==> src/rtl/bk_pipe_subtractor_if.sv <==
// bk_pipe_subtractor_if: operand/result handshake bundle for the pipelined subtractor
interface bk_pipe_subtractor_if #(parameter int WIDTH = 32);
  logic in_valid;
  logic in_ready;
  logic [WIDTH-1:0] A;
  logic [WIDTH-1:0] B;
  logic Bin;
  logic out_valid;
  logic out_ready;
  logic [WIDTH-1:0] Diff;
  logic Bout;
  logic Ovf;
  modport master (output in_valid, A, B, Bin, out_ready, input in_ready, out_valid, Diff, Bout, Ovf);
  modport slave (input in_valid, A, B, Bin, out_ready, output in_ready, out_valid, Diff, Bout, Ovf);
endinterface

==> src/rtl/bk_pipe_subtractor.sv <==
// bk_pipe_subtractor: 3-stage valid/ready A-B-Bin subtractor on a Brent-Kung prefix carry tree
module bk_pipe_subtractor #(parameter int WIDTH = 32) (
  input logic clk,
  input logic rst_n,
  bk_pipe_subtractor_if.slave bus
);
  localparam int LG = $clog2(WIDTH);
  logic v1, v2, v3, en1, en2, en3, c1, ne2, am2, b3, o3;
  logic [WIDTH-1:0] g1, p1, p2, gg, pp, d3;
  logic [WIDTH:0] c2;
  assign en3 = ~v3 | bus.out_ready;
  assign en2 = ~v2 | en3;
  assign en1 = ~v1 | en2;
  assign bus.in_ready = rst_n & en1;
  assign bus.out_valid = v3;
  assign bus.Diff = d3;
  assign bus.Bout = b3;
  assign bus.Ovf = o3;
  // Carry-in folded into bit 0, so gg ends up as the carry out of every bit
  always_comb begin
    gg = {g1[WIDTH-1:1], g1[0] | (p1[0] & c1)};
    pp = p1;
    for (int l = 0; l < LG; l++)
      for (int i = (2 << l) - 1; i < WIDTH; i += 2 << l) begin
        gg[i] = gg[i] | (pp[i] & gg[i - (1 << l)]);
        pp[i] = pp[i] & pp[i - (1 << l)];
      end
    for (int l = LG - 2; l >= 0; l--)
      for (int i = 3 * (1 << l) - 1; i < WIDTH; i += 2 << l)
        gg[i] = gg[i] | (pp[i] & gg[i - (1 << l)]);
  end
  // Operand MSBs differ exactly when the MSB propagate is 0, and then A's MSB equals the MSB generate
  always_ff @(posedge clk or negedge rst_n) begin
    if (!rst_n) begin
      v1 <= 1'b0;
      v2 <= 1'b0;
      v3 <= 1'b0;
      g1 <= '0;
      p1 <= '0;
      c1 <= 1'b0;
      p2 <= '0;
      c2 <= '0;
      ne2 <= 1'b0;
      am2 <= 1'b0;
      d3 <= '0;
      b3 <= 1'b0;
      o3 <= 1'b0;
    end else begin
      if (en1) begin
        v1 <= bus.in_valid;
        g1 <= bus.A & ~bus.B;
        p1 <= bus.A ^ ~bus.B;
        c1 <= ~bus.Bin;
      end
      if (en2) begin
        v2 <= v1;
        p2 <= p1;
        c2 <= {gg, c1};
        ne2 <= ~p1[WIDTH-1];
        am2 <= g1[WIDTH-1];
      end
      if (en3) begin
        v3 <= v2;
        d3 <= p2 ^ c2[WIDTH-1:0];
        b3 <= ~c2[WIDTH];
        o3 <= ne2 & (p2[WIDTH-1] ^ c2[WIDTH-1] ^ am2);
      end
    end
  end
endmodule

==> src/flat_wrapper.sv <==
// flat-port wrapper written by rule: the top's interface ports become plain ports
module bk_pipe_subtractor_flat 
#(parameter int WIDTH = 32)
  (clk, rst_n, bus_in_valid, bus_A, bus_B, bus_Bin, bus_out_ready, bus_in_ready, bus_out_valid, bus_Diff, bus_Bout, bus_Ovf);
  bk_pipe_subtractor_if #(.WIDTH(WIDTH)) bus_i ();
  input logic clk;
  input logic rst_n;
  input wire logic [$bits(bus_i.in_valid)-1:0] bus_in_valid;
  input wire logic [$bits(bus_i.A)-1:0] bus_A;
  input wire logic [$bits(bus_i.B)-1:0] bus_B;
  input wire logic [$bits(bus_i.Bin)-1:0] bus_Bin;
  input wire logic [$bits(bus_i.out_ready)-1:0] bus_out_ready;
  output wire logic [$bits(bus_i.in_ready)-1:0] bus_in_ready;
  output wire logic [$bits(bus_i.out_valid)-1:0] bus_out_valid;
  output wire logic [$bits(bus_i.Diff)-1:0] bus_Diff;
  output wire logic [$bits(bus_i.Bout)-1:0] bus_Bout;
  output wire logic [$bits(bus_i.Ovf)-1:0] bus_Ovf;
  assign bus_i.in_valid = bus_in_valid;
  assign bus_i.A = bus_A;
  assign bus_i.B = bus_B;
  assign bus_i.Bin = bus_Bin;
  assign bus_i.out_ready = bus_out_ready;
  assign bus_in_ready = bus_i.in_ready;
  assign bus_out_valid = bus_i.out_valid;
  assign bus_Diff = bus_i.Diff;
  assign bus_Bout = bus_i.Bout;
  assign bus_Ovf = bus_i.Ovf;
  bk_pipe_subtractor #(.WIDTH(WIDTH)) u_core (.clk(clk), .rst_n(rst_n), .bus(bus_i));
endmodule
==> config.mk <==
export PLATFORM = sky130hd
export DESIGN_NAME = bk_pipe_subtractor_flat
export DESIGN_NICKNAME = d
export VERILOG_FILES = /design/src/rtl/bk_pipe_subtractor_if.sv /design/src/rtl/bk_pipe_subtractor.sv /design/src/flat_wrapper.sv
export SDC_FILE = /design/constraint.sdc
export NUM_CORES = 1
export LEC_CHECK = 0
export ABC_AREA = 0
export CAP_MARGIN = 20
export CORE_ASPECT_RATIO = 0.8
export CORE_UTILIZATION = 59
export DETAILED_ROUTE_END_ITERATION = 10
export HOLD_SLACK_MARGIN = 0.15
export PLACE_DENSITY = 0.85
export SETUP_SLACK_MARGIN = 0.1
export SKIP_LAST_GASP = 1
export SLEW_MARGIN = 30
export SYNTH_ARGS = -nofsm -noshare
export SYNTH_HDL_FRONTEND = slang
export SYNTH_SLANG_ARGS = --single-unit
==> constraint.sdc <==
create_clock -name clk -period 2.9 [get_ports clk]
set_clock_uncertainty 0.15 [all_clocks]
set_input_delay 0.58 -clock clk [delete_from_list [all_inputs] [get_ports clk]]
set_output_delay 0.58 -clock clk [all_outputs]
set_load 0.05 [all_outputs]
# Word level (Yosys, flattened, before mapping)
# Cells that the tools add are included.
# word_totals
regBits	169
latchBits	0
ramBits	0
rom_bits	0
inputBits	69
output_inout_bits	36
wordCells	172
memories	0
# classes
add_sub_neg	0
mul	0
div	0
magnitude_cmp	0
eq_ne	0
n_shift	0
mux	0
bitwise_logic	159
reduce_logical	0
# ops
op	count
$and 1x1->1	86
$xor 32x32->32	2
$or 1x1->1	61
$and 32x32->32	1
$not 32->32	1
$not 1->1	6
$xor 1x1->1	2

# Logic depth before layout (Yosys ltp)
# Gate-level depths: netlist of the first run.
# logic_depth
word_depth	18
mapped_depth	8
mapped_depth_nobuf	7

# Worst setup path before layout of the first run
# No wires, ideal clock.
# synth_path
path_kind	register to output
start	reg u_core.v3 (netlist: u_core.bus.out_valid)
end	out bus_in_ready
t_arrival_ns	1.771
required_time_ns	2.170
path_slack_ns	0.399
path_stages_with_launch	6
n_path_buf	1
cell_sequence	dfrtp_1 > nand2b_1 > nor2_2 > nand2_1 > clkbuf_1 > and2_1
# synth_via
elab_chain_cells	5
# synth_rtl
item	line_no	rtl
start: declaration	bk_pipe_subtractor.sv:8	logic v1, v2, v3, en1, en2, en3, c1, ne2, am2, b3, o3;
start signal: assignment	bk_pipe_subtractor.sv:63	v3 <= v2;
$not 1->1	bk_pipe_subtractor.sv:11	assign en3 = ~v3 | bus.out_ready;
$or 1x1->1	bk_pipe_subtractor.sv:11	
$or 1x1->1	bk_pipe_subtractor.sv:12	assign en2 = ~v2 | en3;
$or 1x1->1	bk_pipe_subtractor.sv:13	assign en1 = ~v1 | en2;
$and 1x1->1	bk_pipe_subtractor.sv:14	assign bus.in_ready = rst_n & en1;
end: declaration	flat_wrapper.sv:13	output wire logic [$bits(bus_i.in_ready)-1:0] bus_in_ready;
# No other way between the ends.

# Final worst setup path of the first run
# layout_path
start	in bus_out_ready
end	out bus_in_ready
# layout_via
elab_chain_cells	4
# layout_rtl
item	line_no	rtl
start: declaration	flat_wrapper.sv:12	input wire logic [$bits(bus_i.out_ready)-1:0] bus_out_ready;
$or 1x1->1	bk_pipe_subtractor.sv:11	
$or 1x1->1	bk_pipe_subtractor.sv:12	
$or 1x1->1	bk_pipe_subtractor.sv:13	
$and 1x1->1	bk_pipe_subtractor.sv:14	
# No other way between the ends.

==> flow_summary_export.csv, run 1 <==
group,metric,value,unit
sta,setup_viol,0,
yosys,ys_seq_area_frac,0.5546,
floorplan,die_h,103.7,um
routing,drtIter0Drc,366,
routing,postRouteAntennaNets,0,
global_route,grt_pass1_vias,5394,
global_route,overflow,0,
critical_path,crit_chain,"clkdlybuf4s50_1 -> nand2b_1 -> nor2_4 -> nand2_2 -> and2_1 -> buf_4",
routing,met3_length,627,um
critical_path,path_depth,6,
yosys,synth_cell_types,43,
placed_design,gp_congestion,0.8125,
global_route,grt_first_pass_wirelength,26280,um
yosys,yosysWarnings,0,
routing,wl_met1,6962,um
yosys,async_flop_share,1.000,
sta,hold_viol,0,
critical_path,r2r_start,"u_core.p1[2]",
sta,max_slew.worst_pin.slew,0.6331,ns
critical_path,crit_buf_inv,2,
final_layout,syn2layout_area_growth,23.58,%
sta,max_freq,369.3,MHz
floorplan,die_x,129.1,um
critical_path,path_max_fanout,6,
floorplan,io_pins,105,
yosys,yosysTopAreaCellShare,0.5546,
clock_tree,cts-buffers-inserted,17,
clock_tree,htreeDepth,4,
routing,met2_wirelength,7988,um
critical_path,worst_ep_required_time,2.17,ns
routing,wl,15880,um
critical_path,startpoint,"bus_out_ready",
global_route,grt_max_degree,170,
yosys,ys_top_cells_by_area,"dfrtp_1 55%, mux2_2 9.7%, nand2_1 7.6%",
routing,top_layer,"met4",
critical_path,crit_type,"primary input to output pin",
routing,via_per_inst,5.388,
clock_tree,ctsResizeCount,0,
final_layout,drive_gt1_frac,0.1594,
clock_tree,clkSlewWorstSetupHoldPaths,0.06,ns
pwr,p_leak,0.004384,uW
clock_tree,cts.sinks,169,
clock_tree,clockBufferDepth,2,
critical_path,r2r_slack,0.67,ns
routing,first_pass_iters,5,
critical_path,startpoint_type,"primary input",
sta,min_period_over_period,0.9338,
final_layout,final_net_count,910,
clock_tree,cts_tree,"yes",
routing,route.detailed.drc,0,
critical_path,r2r_end,"u_core.c2[21]",
routing,via_count,5350,
critical_path,crit_end,"bus_in_ready",
yosys,synthCells,706,
global_route,antenna_found_initial,0,
clock_tree,cts-root-buf,"clkbuf_16",
sta,final_max_slew_viol_count,0,
final_layout,post-route-util,0.7607,
placed_design,io_buffers,104,
sta,final.setup.tns,0,ns
floorplan,fp-row-count,36,
critical_path,crit_family,"simple AND/OR/NAND/NOR gates",
placed_design,hpwl,10550,um
final_layout,num_antenna_cells,0,
placed_design,pre_cts_ws,0.1956,ns
pwr,vdd_drop_max,0.5433,mV
sta,slew_headroom,0.5779,
pwr,power.density,793.9,mW/mm^2
flow_run,maxCapViolations,0,
yosys,avgSynthCellArea,10.80,um^2
sta,rsz0062_at_grt,"false",
pwr,power,7481,uW
yosys,synth_seq_cells,169,
critical_path,r2r_cells,7,
critical_path,max_stage_delay,0.47,ns
critical_path,slowest_stage,"clkdlybuf4s50_1",
yosys,synth_edf_count,0,
floorplan,die_area,0.01339,mm^2
yosys,yosys.area.top_type,"dfrtp_1",
min_path,hp-class,"flop to flop",
clock_tree,insertion_delay,0.42,ns
floorplan,coreArea,0.01239,mm^2
final_layout,fill_cells,770,
critical_path,critPathArrivalTime,1.98,ns
status,outcome,"complete, no violations",
sta,period_minus_slack,2.708,ns
floorplan,initial_utilization,0.6156,
global_route,grtUsageTotal,0.2573,
routing,wl_per_cell,15.99,um
yosys,syn-cell-area,0.007625,mm^2
critical_path,endpoint_kind,"output pin",
sta,timing.final.ws_setup,0.1920,ns
yosys,ys.flop_type,"dfrtp_1",
yosys,syn_nets,807,
report_power, final:
| part | total (uW) | switching, uW | internal, uW |
|---|---|---|---|
| logic | 2150 | 1290 | 862 |
| clock network | 2110 | 869 | 1240 |
| registers | 3220 | 374 | 2850 |
cell type report:
cell class / count / area [um^2] / area share
clock inverters: 9 / 72.57 / 0.007701
inverters: 35 / 131.4 / 0.01394
well taps: 171 / 214.0 / 0.02271
multi-input cells: 474 / 3138 / 0.3330
flip-flops and latches: 169 / 4229 / 0.4488
repair buffers: 112 / 1160 / 0.1231
clock buffers: 23 / 478.0 / 0.05072
synthesized netlist by cell type (2+ instances only):
cell	number
nand2b_1	4
buf_1	3
inv_1	35
a21oi_1	20
mux2_2	66
a21o_1	9
clkbuf_8	2
ha_1	32
nor2_1	43
a31oi_1	7
a21boi_1	3
o21ai_0	46
xnor2_1	32
clkbuf_1	13
a211oi_2	2
o31ai_2	2
dfrtp_1	169
nand2_1	154
o21a_1	3
nor3_1	8
o21ai_1	8
nand4_1	5
nand3_1	3
o21ai_2	2
a21oi_2	8
buf_2	9
or3_1	2
how the worst min path moves through the flow:
stage,cells after the start,to,slack (ns),start
detailed placement,2,u_core.bus.Diff[2],0.32,u_core.bus.Diff[2]
CTS,2,u_core.g1[1],0.24,rst_n
finish,2,u_core.bus.Diff[2],0.33,u_core.bus.Diff[2]
global route,2,u_core.bus.Diff[3],0.35,u_core.bus.Diff[3]
floorplan,0,u_core.am2,0.13,rst_n
global placement,1,u_core.bus.Bout,0.30,u_core.c2[32]
cell families after synthesis:
logic type | synth area share
DFF | 0.5546
adders and majority gates | 0.05251
AOI/OAI and AO/OA | 0.1001
and+or+nand+nor | 0.1213
muxes | 0.09747
xor gates and xnor gates | 0.03791
buffers and inverters | 0.03610
registers in the layout, indices dropped and copies added (netlist names):
signal / cells
u_core.c1: 1
u_core.g1: 32
u_core.p1: 32
u_core.v1: 1
u_core.bus.Bout: 1
u_core.bus.Ovf: 1
u_core.v2: 1
u_core.bus.out_valid: 1
u_core.p2: 32
u_core.bus.Diff: 32
u_core.c2: 33
u_core.ne2: 1
u_core.am2: 1
stage by stage:
stage	cells	hold slack, ns	area, um^2
6_report	993	0.3260	9423
5_1_grt	993	0.3517	9423
3_3_place_gp	959	0.3005	8835
4_1_cts	991	0.2354	9385
3_5_place_dp	959	0.3202	8835
2_1_floorplan	706	0.1344	7625
worst reg2reg max path, cell delays in order (launching register included):
cell and delay [ns]:
dfrtp_1 0.43, a21o_1 0.19, a21oi_2 0.23, a21oi_2 0.15, o31ai_2 0.45, a21oi_1 0.19
o21ai_0 0.22, a21oi_1 0.10
layer usage:
layer | track usage | vias to the layer above
li1 | - | 2555
met2 | 0.4155 | 147
met5 | 0 | -
met3 | 0.05062 | 34
met4 | 0.09916 | 0
met1 | 0.3430 | 2614
repair_timing:
action | 4_1_cts | 5_1_grt
hold buffers | 0 | 1
endpoints found under the setup margin | 0 | 0
buffers inserted | 0 | 0
endpoints found under the hold margin | 0 | 81
layout by cell type (no fill, tap or decap), types with 4 or more instances in the layout:
cell,netlist,final
a31oi_1,7,7
a21oi_1,20,20
o21ai_1,8,8
nand4_1,5,5
a21o_1,9,9
nor2_1,43,43
buf_4,0,4
clkbuf_16,0,17
nand2b_1,4,4
nor3_1,8,8
a21oi_2,8,8
clkinv_2,0,7
ha_1,32,32
clkdlybuf4s50_1,0,102
inv_1,35,35
xnor2_1,32,32
nand2_1,154,152
dfrtp_1,169,169
o21ai_0,46,46
mux2_2,66,66
Note: power is estimated with default switching activity, not from simulation.
==> run 2: changes to the inputs <==
--- a/config.mk
+++ b/config.mk
@@ -9,4 +9,5 @@
 export CAP_MARGIN = 20
 export CORE_ASPECT_RATIO = 0.8
+export CORE_MARGIN = 5
 export CORE_UTILIZATION = 59
 export DETAILED_ROUTE_END_ITERATION = 10
==> constraint.sdc (replaced) <==
create_clock -name clk -period 2.9 [get_ports clk]
set_clock_uncertainty 0.15 [all_clocks]
set_input_delay 0.435 -clock clk [delete_from_list [all_inputs] [get_ports clk]]
set_output_delay 0.435 -clock clk [all_outputs]
set_load 0.05 [all_outputs]
==> flow_summary_export.csv, run 2 (synthesis gave the netlist of run 1 again) <==
group,metric,value,unit
critical_path,endpoint_kind,"output pin",
min_path,min_to,"u_core.bus.Bout",
global_route,grt_pass1_vias,5421,
routing,route.detailed.drc,0,
pwr,vdd_drop_max,0.4834,mV
pwr,power.density,823.7,mW/mm^2
placed_design,gp_congestion,0.8278,
routing,postRouteAntennaNets,0,
final_layout,syn2layout_area_growth,24.75,%
global_route,grtUsageTotal,0.2195,
sta,final_max_slew_viol_count,0,
clock_tree,insertion_delay,0.42,ns
final_layout,largest_register_ffs,33,
critical_path,r2r_start,"u_core.p1[11]",
sta,rsz0062_at_grt,"false",
global_route,antenna_found_initial,0,
sta,timing.final.ws_setup,0.5312,ns
placed_design,io_buffers,104,
final_layout,num_antenna_cells,0,
clock_tree,clockBufferDepth,2,
sta,max_slew.worst_pin.slew,0.8239,ns
final_layout,final_cell_mix,"169 x dfrtp_1, 152 x nand2_1, 102 x clkdlybuf4s50_1",
routing,via_per_inst,5.364,
min_path,min_path_cells,1,
routing,via_count,5337,
clock_tree,cts.repair_timing.setup_buffer_count,0,
flow_run,maxCapViolations,0,
routing,wl_per_cell,15.88,um
critical_path,crit_type,"primary input to output pin",
final_layout,fin_cells,995,
clock_tree,cts-buffers-inserted,17,
placed_design,pre_cts_ws,0.4215,ns
critical_path,r2r_cells,6,
clock_tree,cts_tree,"yes",
floorplan,die_x,137.1,um
min_path,hp-class,"flop to flop",
routing,wl,15800,um
pwr,p_leak,0.004418,uW
min_path,hp-start,"u_core.c2[32]",
sta,setup_viol,0,
routing,first_pass_iters,5,
final_layout,regMostFlops,"u_core.c2",
sta,final.setup.tns,0,ns
critical_path,critPathArrivalTime,1.78,ns
sta,slew_headroom,0.4508,
sta,period_minus_slack,2.369,ns
clock_tree,cts-root-buf,"clkbuf_16",
floorplan,io_pins,105,
global_route,grt_max_degree,102,
sta,max_freq,422.1,MHz
sta,min_period_over_period,0.8168,
critical_path,crit_chain,"clkdlybuf4s50_1 -> nand2b_1 -> nor2_4 -> nand2_2 -> and2_1 -> buf_4",
floorplan,initial_utilization,0.5967,
critical_path,startpoint_type,"primary input",
global_route,grt_first_pass_wirelength,26630,um
critical_path,max_stage_delay,0.46,ns
floorplan,fp-row-count,37,
final_layout,post-route-util,0.7444,
sta,hold_viol,0,
clock_tree,htreeDepth,4,
final_layout,mostFrequentLayoutCell,"dfrtp_1",
clock_tree,cts.sinks,169,
placed_design,placed_cells,964,
final_layout,final_net_count,910,
critical_path,r2r_end,"u_core.c2[28]",
routing,drtIter0Drc,427,
critical_path,worst_ep_required_time,2.32,ns
clock_tree,clkSlewWorstSetupHoldPaths,0.06,ns
final_layout,drive_gt1_frac,0.1585,
floorplan,coreArea,0.01278,mm^2
floorplan,die_h,111.7,um
placed_design,hpwl,10800,um
global_route,overflow,0,
critical_path,slowest_stage,"clkdlybuf4s50_1",
status,outcome,"complete, no violations",
critical_path,path_max_fanout,6,
floorplan,die_area,0.01531,mm^2
critical_path,r2r_slack,0.69,ns
==> run 2: area by class of cell <==
type | instances | area [um^2]
multi-input cells | 474 | 3138
fillers | 888 | 3266
well taps | 175 | 219.0
inverters | 35 | 131.4
clock inverters | 8 | 167.7
clock buffers | 22 | 474.2
repair buffers | 112 | 1152
flip-flops and latches | 169 | 4229
==> run 2: timing repair <==
item / CTS / global route
hold endpoints to repair: 169 / 0
gates resized for setup: 0 / 0
endpoints found under the setup margin: 0 / 0
hold buffers: 1 / 0
==> run 2: worst max-delay path by stage <==
stage	startpoint	to	depth (start not counted)	slack (ns)
2_1_floorplan	u_core.bus.out_valid	bus_in_ready	5	0.54
3_3_place_gp	bus_out_ready	u_core.c2[15]	7	0.48
3_5_place_dp	bus_out_ready	u_core.c2[15]	7	0.42
4_1_cts	bus_out_ready	bus_in_ready	6	0.52
5_1_grt	bus_out_ready	bus_in_ready	6	0.45
6_report	bus_out_ready	bus_in_ready	6	0.53
==> run 2: layer usage <==
layer / track usage / vias up / share of wire
met1: 0.3091 / 2614 / 0.46
li1: - / 2562 / -
met4: 0.05984 / 0 / 0.011
met5: 0 / - / 0
met3: 0.05465 / 15 / 0.054
met2: 0.3424 / 146 / 0.47
==> run 2: worst max-delay path: cells and delay by family <==
kind / cells / cell delay, ns
AND/OR/NAND/NOR: 4 / 0.70
buffers and inverters: 2 / 0.65
==> run 2: where the power goes <==
part	switching, uW	total (uW)	internal (uW)
logic	1300	2160	862
clock network	870	2450	1580
registers	370	3220	2850
==> run 2: per-stage QoR <==
step                cell area, um^2  hold slack [ns]  power, uW
global placement               8860           0.2977       5324
CTS                            9512           0.3235       7886
detailed placement             8860           0.3113       5416
floorplan                      7625         -0.01059       4609
global route                   9512           0.3517       8207
finish                         9512           0.3240       7835
